===== src/rtl/pipe_hazard_ctrl_if.sv =====
// rtl/pipe_hazard_ctrl_if.sv - pipeline hazard controller signal bundle
interface pipe_hazard_ctrl_if;
    logic [4:0]  id_rs;
    logic [4:0]  id_rt;
    logic        ex_memread;
    logic [4:0]  ex_wraddr;
    logic        ex_branch_taken;
    logic [31:0] ex_target;
    logic        ex_eret;
    logic        mem_req;
    logic        mem_ack;
    logic [31:0] mem_pc;
    logic        exc_req;
    logic        en_pc;
    logic        en_ifid;
    logic        en_idex;
    logic        en_exmem;
    logic        en_memwb;
    logic        flush_ifid;
    logic        flush_idex;
    logic        flush_exmem;
    logic        flush_memwb;
    logic [1:0]  pc_sel;
    logic [31:0] redirect_pc;
    logic [31:0] epc;
    logic        bus_err;
    logic        busy;

    // Controller side: pipeline status in, stage controls out.
    modport slave (
        input  id_rs, id_rt, ex_memread, ex_wraddr, ex_branch_taken, ex_target,
               ex_eret, mem_req, mem_ack, mem_pc, exc_req,
        output en_pc, en_ifid, en_idex, en_exmem, en_memwb,
               flush_ifid, flush_idex, flush_exmem, flush_memwb,
               pc_sel, redirect_pc, epc, bus_err, busy
    );

    // Pipeline side: drives status, consumes controls.
    modport master (
        output id_rs, id_rt, ex_memread, ex_wraddr, ex_branch_taken, ex_target,
               ex_eret, mem_req, mem_ack, mem_pc, exc_req,
        input  en_pc, en_ifid, en_idex, en_exmem, en_memwb,
               flush_ifid, flush_idex, flush_exmem, flush_memwb,
               pc_sel, redirect_pc, epc, bus_err, busy
    );
endinterface


===== src/rtl/pipe_hazard_ctrl.sv =====
// rtl/pipe_hazard_ctrl.sv - 5-stage pipeline hold/flush sequencer with EPC and PC redirect
module pipe_hazard_ctrl #(
    parameter logic [31:0] EXC_VECTOR  = 32'h8000_0180,
    parameter int          MEM_TIMEOUT = 16
) (
    input  logic             clk,
    input  logic             reset,
    pipe_hazard_ctrl_if.slave bus
);
    typedef enum logic {RUN = 1'b0, MEMWAIT = 1'b1} state_t;

    localparam logic [7:0] TIMEOUT_CNT = 8'(MEM_TIMEOUT - 1);

    state_t      state;
    state_t      nextState;
    logic [7:0]  waitCnt;
    logic [7:0]  nextCnt;
    logic [31:0] epcReg;

    logic timeout;
    logic excEvent;
    logic memStall;
    logic eretEvent;
    logic branchEvent;
    logic loadUse;

    // Classify this cycle's single winning event in priority order.
    always_comb begin
        timeout     = (state == MEMWAIT) && (waitCnt == TIMEOUT_CNT) && !bus.mem_ack;
        excEvent    = bus.exc_req || timeout;
        memStall    = !excEvent && !bus.mem_ack && ((state == MEMWAIT) || bus.mem_req);
        eretEvent   = !excEvent && !memStall && bus.ex_eret;
        branchEvent = !excEvent && !memStall && !eretEvent && bus.ex_branch_taken;
        loadUse     = !excEvent && !memStall && !eretEvent && !branchEvent &&
                      bus.ex_memread && (bus.ex_wraddr != 5'd0) &&
                      ((bus.ex_wraddr == bus.id_rs) || (bus.ex_wraddr == bus.id_rt));
    end

    // State, wait counter and EPC registers; EPC captures only on an exception edge.
    always_ff @(posedge clk or posedge reset) begin
        if (reset) begin
            state   <= RUN;
            waitCnt <= 8'd0;
            epcReg  <= 32'd0;
        end else begin
            state   <= nextState;
            waitCnt <= nextCnt;
            if (excEvent) begin
                epcReg <= bus.mem_pc;
            end
        end
    end

    // Next state: a stall keeps counting, anything else returns to RUN with a cleared count.
    always_comb begin
        nextState = RUN;
        nextCnt   = 8'd0;
        if (memStall) begin
            nextState = MEMWAIT;
            nextCnt   = (state == RUN) ? 8'd1 : waitCnt + 8'd1;
        end
    end

    // Stage enables, flushes and PC redirect decoded from the winning event.
    always_comb begin
        bus.en_pc       = 1'b1;
        bus.en_ifid     = 1'b1;
        bus.en_idex     = 1'b1;
        bus.en_exmem    = 1'b1;
        bus.en_memwb    = 1'b1;
        bus.flush_ifid  = 1'b0;
        bus.flush_idex  = 1'b0;
        bus.flush_exmem = 1'b0;
        bus.flush_memwb = 1'b0;
        bus.pc_sel      = 2'd0;
        bus.redirect_pc = 32'd0;
        bus.bus_err     = 1'b0;
        bus.busy        = (state == MEMWAIT);
        bus.epc         = epcReg;
        if (reset) begin
            bus.en_pc       = 1'b0;
            bus.en_ifid     = 1'b0;
            bus.en_idex     = 1'b0;
            bus.en_exmem    = 1'b0;
            bus.en_memwb    = 1'b0;
            bus.flush_ifid  = 1'b1;
            bus.flush_idex  = 1'b1;
            bus.flush_exmem = 1'b1;
            bus.flush_memwb = 1'b1;
            bus.busy        = 1'b0;
        end else if (excEvent) begin
            // The faulting instruction in MEM is bubbled so it never writes back.
            bus.flush_ifid  = 1'b1;
            bus.flush_idex  = 1'b1;
            bus.flush_exmem = 1'b1;
            bus.flush_memwb = 1'b1;
            bus.pc_sel      = 2'd2;
            bus.redirect_pc = EXC_VECTOR;
            bus.bus_err     = timeout;
        end else if (memStall) begin
            // Freeze everything upstream of MEM; WB keeps draining with bubbles.
            bus.en_pc       = 1'b0;
            bus.en_ifid     = 1'b0;
            bus.en_idex     = 1'b0;
            bus.en_exmem    = 1'b0;
            bus.flush_memwb = 1'b1;
        end else if (eretEvent) begin
            bus.flush_ifid  = 1'b1;
            bus.flush_idex  = 1'b1;
            bus.pc_sel      = 2'd3;
            bus.redirect_pc = epcReg;
        end else if (branchEvent) begin
            bus.flush_ifid  = 1'b1;
            bus.flush_idex  = 1'b1;
            bus.pc_sel      = 2'd1;
            bus.redirect_pc = bus.ex_target;
        end else if (loadUse) begin
            bus.en_pc       = 1'b0;
            bus.en_ifid     = 1'b0;
            bus.flush_idex  = 1'b1;
        end
    end
endmodule


===== src/flat_wrapper.sv =====
// flat-port wrapper written by rule: the top's interface ports become plain ports
module pipe_hazard_ctrl_flat 
#(
    parameter logic [31:0] EXC_VECTOR  = 32'h8000_0180,
    parameter int          MEM_TIMEOUT = 16
)
  (clk, reset, bus_id_rs, bus_id_rt, bus_ex_memread, bus_ex_wraddr, bus_ex_branch_taken, bus_ex_target, bus_ex_eret, bus_mem_req, bus_mem_ack, bus_mem_pc, bus_exc_req, bus_en_pc, bus_en_ifid, bus_en_idex, bus_en_exmem, bus_en_memwb, bus_flush_ifid, bus_flush_idex, bus_flush_exmem, bus_flush_memwb, bus_pc_sel, bus_redirect_pc, bus_epc, bus_bus_err, bus_busy);
  pipe_hazard_ctrl_if bus_i ();
  input  logic clk;
  input  logic reset;
  input wire logic [$bits(bus_i.id_rs)-1:0] bus_id_rs;
  input wire logic [$bits(bus_i.id_rt)-1:0] bus_id_rt;
  input wire logic [$bits(bus_i.ex_memread)-1:0] bus_ex_memread;
  input wire logic [$bits(bus_i.ex_wraddr)-1:0] bus_ex_wraddr;
  input wire logic [$bits(bus_i.ex_branch_taken)-1:0] bus_ex_branch_taken;
  input wire logic [$bits(bus_i.ex_target)-1:0] bus_ex_target;
  input wire logic [$bits(bus_i.ex_eret)-1:0] bus_ex_eret;
  input wire logic [$bits(bus_i.mem_req)-1:0] bus_mem_req;
  input wire logic [$bits(bus_i.mem_ack)-1:0] bus_mem_ack;
  input wire logic [$bits(bus_i.mem_pc)-1:0] bus_mem_pc;
  input wire logic [$bits(bus_i.exc_req)-1:0] bus_exc_req;
  output wire logic [$bits(bus_i.en_pc)-1:0] bus_en_pc;
  output wire logic [$bits(bus_i.en_ifid)-1:0] bus_en_ifid;
  output wire logic [$bits(bus_i.en_idex)-1:0] bus_en_idex;
  output wire logic [$bits(bus_i.en_exmem)-1:0] bus_en_exmem;
  output wire logic [$bits(bus_i.en_memwb)-1:0] bus_en_memwb;
  output wire logic [$bits(bus_i.flush_ifid)-1:0] bus_flush_ifid;
  output wire logic [$bits(bus_i.flush_idex)-1:0] bus_flush_idex;
  output wire logic [$bits(bus_i.flush_exmem)-1:0] bus_flush_exmem;
  output wire logic [$bits(bus_i.flush_memwb)-1:0] bus_flush_memwb;
  output wire logic [$bits(bus_i.pc_sel)-1:0] bus_pc_sel;
  output wire logic [$bits(bus_i.redirect_pc)-1:0] bus_redirect_pc;
  output wire logic [$bits(bus_i.epc)-1:0] bus_epc;
  output wire logic [$bits(bus_i.bus_err)-1:0] bus_bus_err;
  output wire logic [$bits(bus_i.busy)-1:0] bus_busy;
  assign bus_i.id_rs = bus_id_rs;
  assign bus_i.id_rt = bus_id_rt;
  assign bus_i.ex_memread = bus_ex_memread;
  assign bus_i.ex_wraddr = bus_ex_wraddr;
  assign bus_i.ex_branch_taken = bus_ex_branch_taken;
  assign bus_i.ex_target = bus_ex_target;
  assign bus_i.ex_eret = bus_ex_eret;
  assign bus_i.mem_req = bus_mem_req;
  assign bus_i.mem_ack = bus_mem_ack;
  assign bus_i.mem_pc = bus_mem_pc;
  assign bus_i.exc_req = bus_exc_req;
  assign bus_en_pc = bus_i.en_pc;
  assign bus_en_ifid = bus_i.en_ifid;
  assign bus_en_idex = bus_i.en_idex;
  assign bus_en_exmem = bus_i.en_exmem;
  assign bus_en_memwb = bus_i.en_memwb;
  assign bus_flush_ifid = bus_i.flush_ifid;
  assign bus_flush_idex = bus_i.flush_idex;
  assign bus_flush_exmem = bus_i.flush_exmem;
  assign bus_flush_memwb = bus_i.flush_memwb;
  assign bus_pc_sel = bus_i.pc_sel;
  assign bus_redirect_pc = bus_i.redirect_pc;
  assign bus_epc = bus_i.epc;
  assign bus_bus_err = bus_i.bus_err;
  assign bus_busy = bus_i.busy;
  pipe_hazard_ctrl #(.EXC_VECTOR(EXC_VECTOR), .MEM_TIMEOUT(MEM_TIMEOUT)) u_core (.clk(clk), .reset(reset), .bus(bus_i));
endmodule

===== config.mk =====
export PLATFORM = sky130hd
export DESIGN_NAME = pipe_hazard_ctrl_flat
export DESIGN_NICKNAME = d
export VERILOG_FILES = /design/src/rtl/pipe_hazard_ctrl_if.sv /design/src/rtl/pipe_hazard_ctrl.sv /design/src/flat_wrapper.sv
export SDC_FILE = /design/constraint.sdc
export NUM_CORES = 1
export LEC_CHECK = 0
export ABC_AREA = 1
export ABC_CLOCK_PERIOD_IN_PS = 1850
export BUFFER_PORTS_ARGS = -buffer_cell sky130_fd_sc_hd__buf_2
export CORE_ASPECT_RATIO = 1.5
export CORE_MARGIN = 5
export CORE_UTILIZATION = 43
export CTS_CLUSTER_DIAMETER = 100
export CTS_CLUSTER_SIZE = 12
export DETAILED_ROUTE_END_ITERATION = 8
export PLACE_DENSITY = 0.89
export SLEW_MARGIN = 5
export SYNTH_ARGS = -nofsm -noshare
export SYNTH_HDL_FRONTEND = slang
export SYNTH_SLANG_ARGS = --single-unit

===== constraint.sdc =====
create_clock -name clk -period 1.85 [get_ports clk]
set_clock_uncertainty 0.1 [all_clocks]
set_input_delay 0 -clock clk [delete_from_list [all_inputs] [get_ports clk]]
set_output_delay 0 -clock clk [all_outputs]
set_load 0.05 [all_outputs]

==> flow_metrics.env <==
export IMPL_status="complete, but fails checks"
export IMPL_violations="negative setup slack"
export IMPL_slew_violations=0
export IMPL_switchingPower_uw=1170
export IMPL_initial_core_util_pct=43.8
export IMPL_cp_slowest_cell="dfrtp_1"
export IMPL_grt_usage_pct=30.0
export IMPL_synth_warning_count=0
export IMPL_yosysSeqAreaShare_pct=40.8
export IMPL_irDropWorstVdd_mv=0.574
export IMPL_synth_edf_count=0
export IMPL_maxCapViolCount=0
export IMPL_worstSetupEndpoint="bus_redirect_pc[30]"
export IMPL_avgSynthCellArea_um2=7.34
export IMPL_grt_setup_unrepaired="true"
export IMPL_syn_cell_area_mm2=0.00252
export IMPL_cts_root_buffer="clkbuf_8"
export IMPL_drcViolationCount=0
export IMPL_core_area_mm2=0.00574
export IMPL_cts_tree="done"
export IMPL_grt_ovfl_total=0
export IMPL_drt_pass1_iterations=5
export IMPL_clk_latency_ns=0.29
export IMPL_syn_inst=343
export IMPL_startpoint_type="flop"
export IMPL_critPathMaxStageDelay_ns=0.40
export IMPL_layout_setup_ws_ns=-0.371
export IMPL_grt_pass1_vias=3657
export IMPL_path_class="flop to primary output"
export IMPL_worst_slew_pin_slew_ns=0.914
export IMPL_fillerInstances=272
export IMPL_power_density_mw_per_mm2=595
export IMPL_cts_htree_levels=2
export IMPL_crit_path_cell_trace="ha_2 > nand2_2 > nor2_4 > nand3_4 > nand2_4 > inv_8 > bufbuf_16 > nand4_1 > a21oi_4 > buf_6"
export IMPL_fin_nets=638
export IMPL_grt_pass1_wl_mm=18.1
export IMPL_area_delta_synth_final_pct=96.8
export IMPL_fin_crit_sh_pct=120
export IMPL_synthDistinctLibCells=27
export IMPL_antenna_found_initial=1
export IMPL_grt_max_degree=35
export IMPL_cts_made_buffers=5
export IMPL_ff2ff_setup_slack_ns=-0.04
export IMPL_hold_viol=0
export IMPL_leakagePower_uw=0.00228
export IMPL_regArea_mm2=0.00103
export IMPL_startpoint="u_core.waitCnt[0]"
export IMPL_yosys_most_used_dff="dfrtp_1"
export IMPL_io_buffers=163
export IMPL_dp_hpwl_mm=7.06
export IMPL_die_x_um=72.5
export IMPL_clk_path_buf_depth=2
export IMPL_wl_per_cell_um=18.7
export IMPL_antenna_left=0
export IMPL_cp_required_ns=1.75
export IMPL_synth_top_cells_by_area="dfrtp_1 (41%), nand2_1 (16%), nand4_1 (7.7%)"
export IMPL_crit_fanout=6
export IMPL_rr_worst_depth=10
export IMPL_vias=3506
export IMPL_end_kind="primary output"
export IMPL_intPower_uw=1780
export IMPL_slew_headroom_pct=39.1
export IMPL_cts_sinks=41
export IMPL_hold_path_class="input port to flop"
export IMPL_period_needed_ns=2.22
export IMPL_critPathArrivalTime_ns=2.12
export IMPL_ys_seq_elements=41
export IMPL_finalPower_uw=2950
export IMPL_multi_input_area_mm2=0.00179
export IMPL_drive_gt1_share_pct=48.8
export IMPL_worstReg2RegStart="u_core.waitCnt[0]"
export IMPL_yosysTopAreaCell="dfrtp_1"
export IMPL_holdWs_ns=0.0657
export IMPL_num_io_pins=164
export IMPL_row_count=34
export IMPL_combPwrFrac_pct=40.3
export IMPL_die_area_mm2=0.00751
export IMPL_synth_top_area_share_pct=40.8
export IMPL_clkPwrFrac_pct=25.0
export IMPL_rr_endpoint="u_core.bus.epc[15]"
export IMPL_synth_nets=431
export IMPL_clock_fmax_mhz=450
export IMPL_place_gp_congestion=0.823
export IMPL_first_iter_violations=171
export IMPL_p_sw_share_pct=39.6
export IMPL_synthArstFlopShare_pct=100
export IMPL_finalSetupViolCount=46
export IMPL_drt_total_wl_mm=11.7
export IMPL_path_clk_slew_ns=0.08
export IMPL_die_h_um=104
export IMPL_p_seq_share_pct=34.7
export IMPL_post_drt_via_cell_ratio=5.62
==> worst min-delay path by stage <==
stage	startpoint	endpoint	slack (ns)	cells past startpoint
global placement	reset	u_core.bus.epc[7]	-0.02	2
floorplan	bus_mem_pc[27]	u_core.bus.epc[27]	0.02	2
finish	bus_mem_ack	u_core.state	0.07	5
CTS	bus_mem_ack	u_core.state	0.07	5
global route	bus_mem_req	u_core.state	0.08	4
detailed placement	reset	u_core.bus.epc[6]	-0.02	2
==> placed cells by master, fill, tap and decap left out, drive strengths merged, types with 2 or more instances in the layout <==
cell	synthesis	routed
inv	13	11
xnor2	5	5
clkbuf	9	6
nand4	31	31
bufbuf	0	3
nor2	20	20
xor2	9	9
buf	21	193
a21oi	34	34
a31oi	3	3
nand2	109	109
nor3b	2	2
nand3	39	39
dfrtp	41	41
dlygate4sd3	0	33
clkinvlp	0	3
==> synthesized netlist by cell type, types with 2 or more instances <==
library cell	number
nand4_1	31
a31oi_1	3
buf_1	4
nand3_1	37
a21oi_1	34
buf_4	8
buf_2	8
clkbuf_1	9
xnor2_1	5
nor3b_1	2
dfrtp_1	41
xor2_1	9
nor2_1	19
nand2_1	108
nand3_2	2
inv_1	11
inv_2	2
==> power by group through the flow <==
stage	logic, µW	clock network [µW]	registers (µW)
2_1_floorplan	465	0	1240
3_3_place_gp	952	0	1030
3_5_place_dp	973	0	1030
4_1_cts	1130	747	1020
5_1_grt	1240	792	1030
6_report	1190	738	1020
==> state kept, by name, summed over array words and instances (netlist names) <==
name            cells
u_core.state        1
u_core.bus.epc     32
u_core.waitCnt      8
==> critical path, delay by kind of cell, from the launching register on <==
kind | cells | cell delay, ns
fa+ha+maj | 1 | 0.20
buf+inv | 3 | 0.54
simple gates | 5 | 0.50
compound gates | 1 | 0.19
flops | 1 | 0.40
==> kinds of logic (layout without fill, tap and decap cells) <==
| logic type | count (synthesis) | after routing | share of synthesized area (%) |
|---|---|---|---|
| AND/OR/NAND/NOR | 205 | 205 | 37.1 |
| AO/OA/AOI/OAI | 39 | 39 | 8.45 |
| buffers and inverters | 43 | 251 | 8.30 |
| adder cells (fa/ha/maj) | 1 | 1 | 0.497 |
| other | 0 | 1 | 0 |
| flip-flops | 41 | 41 | 40.8 |
| XOR/XNOR | 14 | 14 | 4.87 |
==> cell type report <==
class                           instances  share of cell area [%]
Antenna cell                            1                  0.0505
Clock buffer                            5                    1.39
Clock inverter                          3                   0.935
Inverter                               13                    1.29
Multi-Input combinational cell        259                    36.1
Sequential cell                        41                    20.7
Tap cell                               72                    1.82
Timing Repair Buffer                  230                    37.7
==> per-stage QoR <==
stage | TNS (ns) | cells | util [%] | setup WS, ns | instance area (µm²)
floorplan | -0.469 | 343 | - | -0.203 | 2900
global placement | -0.00151 | 572 | 67.0 | -0.00151 | 3850
detailed placement | -1.82 | 572 | 67.0 | -0.101 | 3850
CTS | -10.56 | 619 | 82.6 | -0.327 | 4750
global route | -17.12 | 624 | 86.2 | -0.464 | 4950
finish | -12.25 | 624 | 86.2 | -0.371 | 4950
==> per-layer routing <==
| layer | share of wire, % | up-vias | GRT usage (%) |
|---|---|---|---|
| li1 | - | 1560 | - |
| met1 | 32 | 1670 | 31.3 |
| met2 | 54 | 221 | 55.3 |
| met3 | 7.9 | 55 | 5.81 |
| met4 | 5.3 | 0 | 14.1 |
| met5 | 0 | - | 0 |
==> repair_timing <==
item	in CTS	in global routing
hold buffers	33	0
pin swaps	9	8
endpoints found under the setup margin	42	55
endpoints found under the hold margin	73	0
gates cloned	4	1
resized for setup	103	35
buffers inserted	2	3
Note: power is estimated with default switching activity, not from simulation.
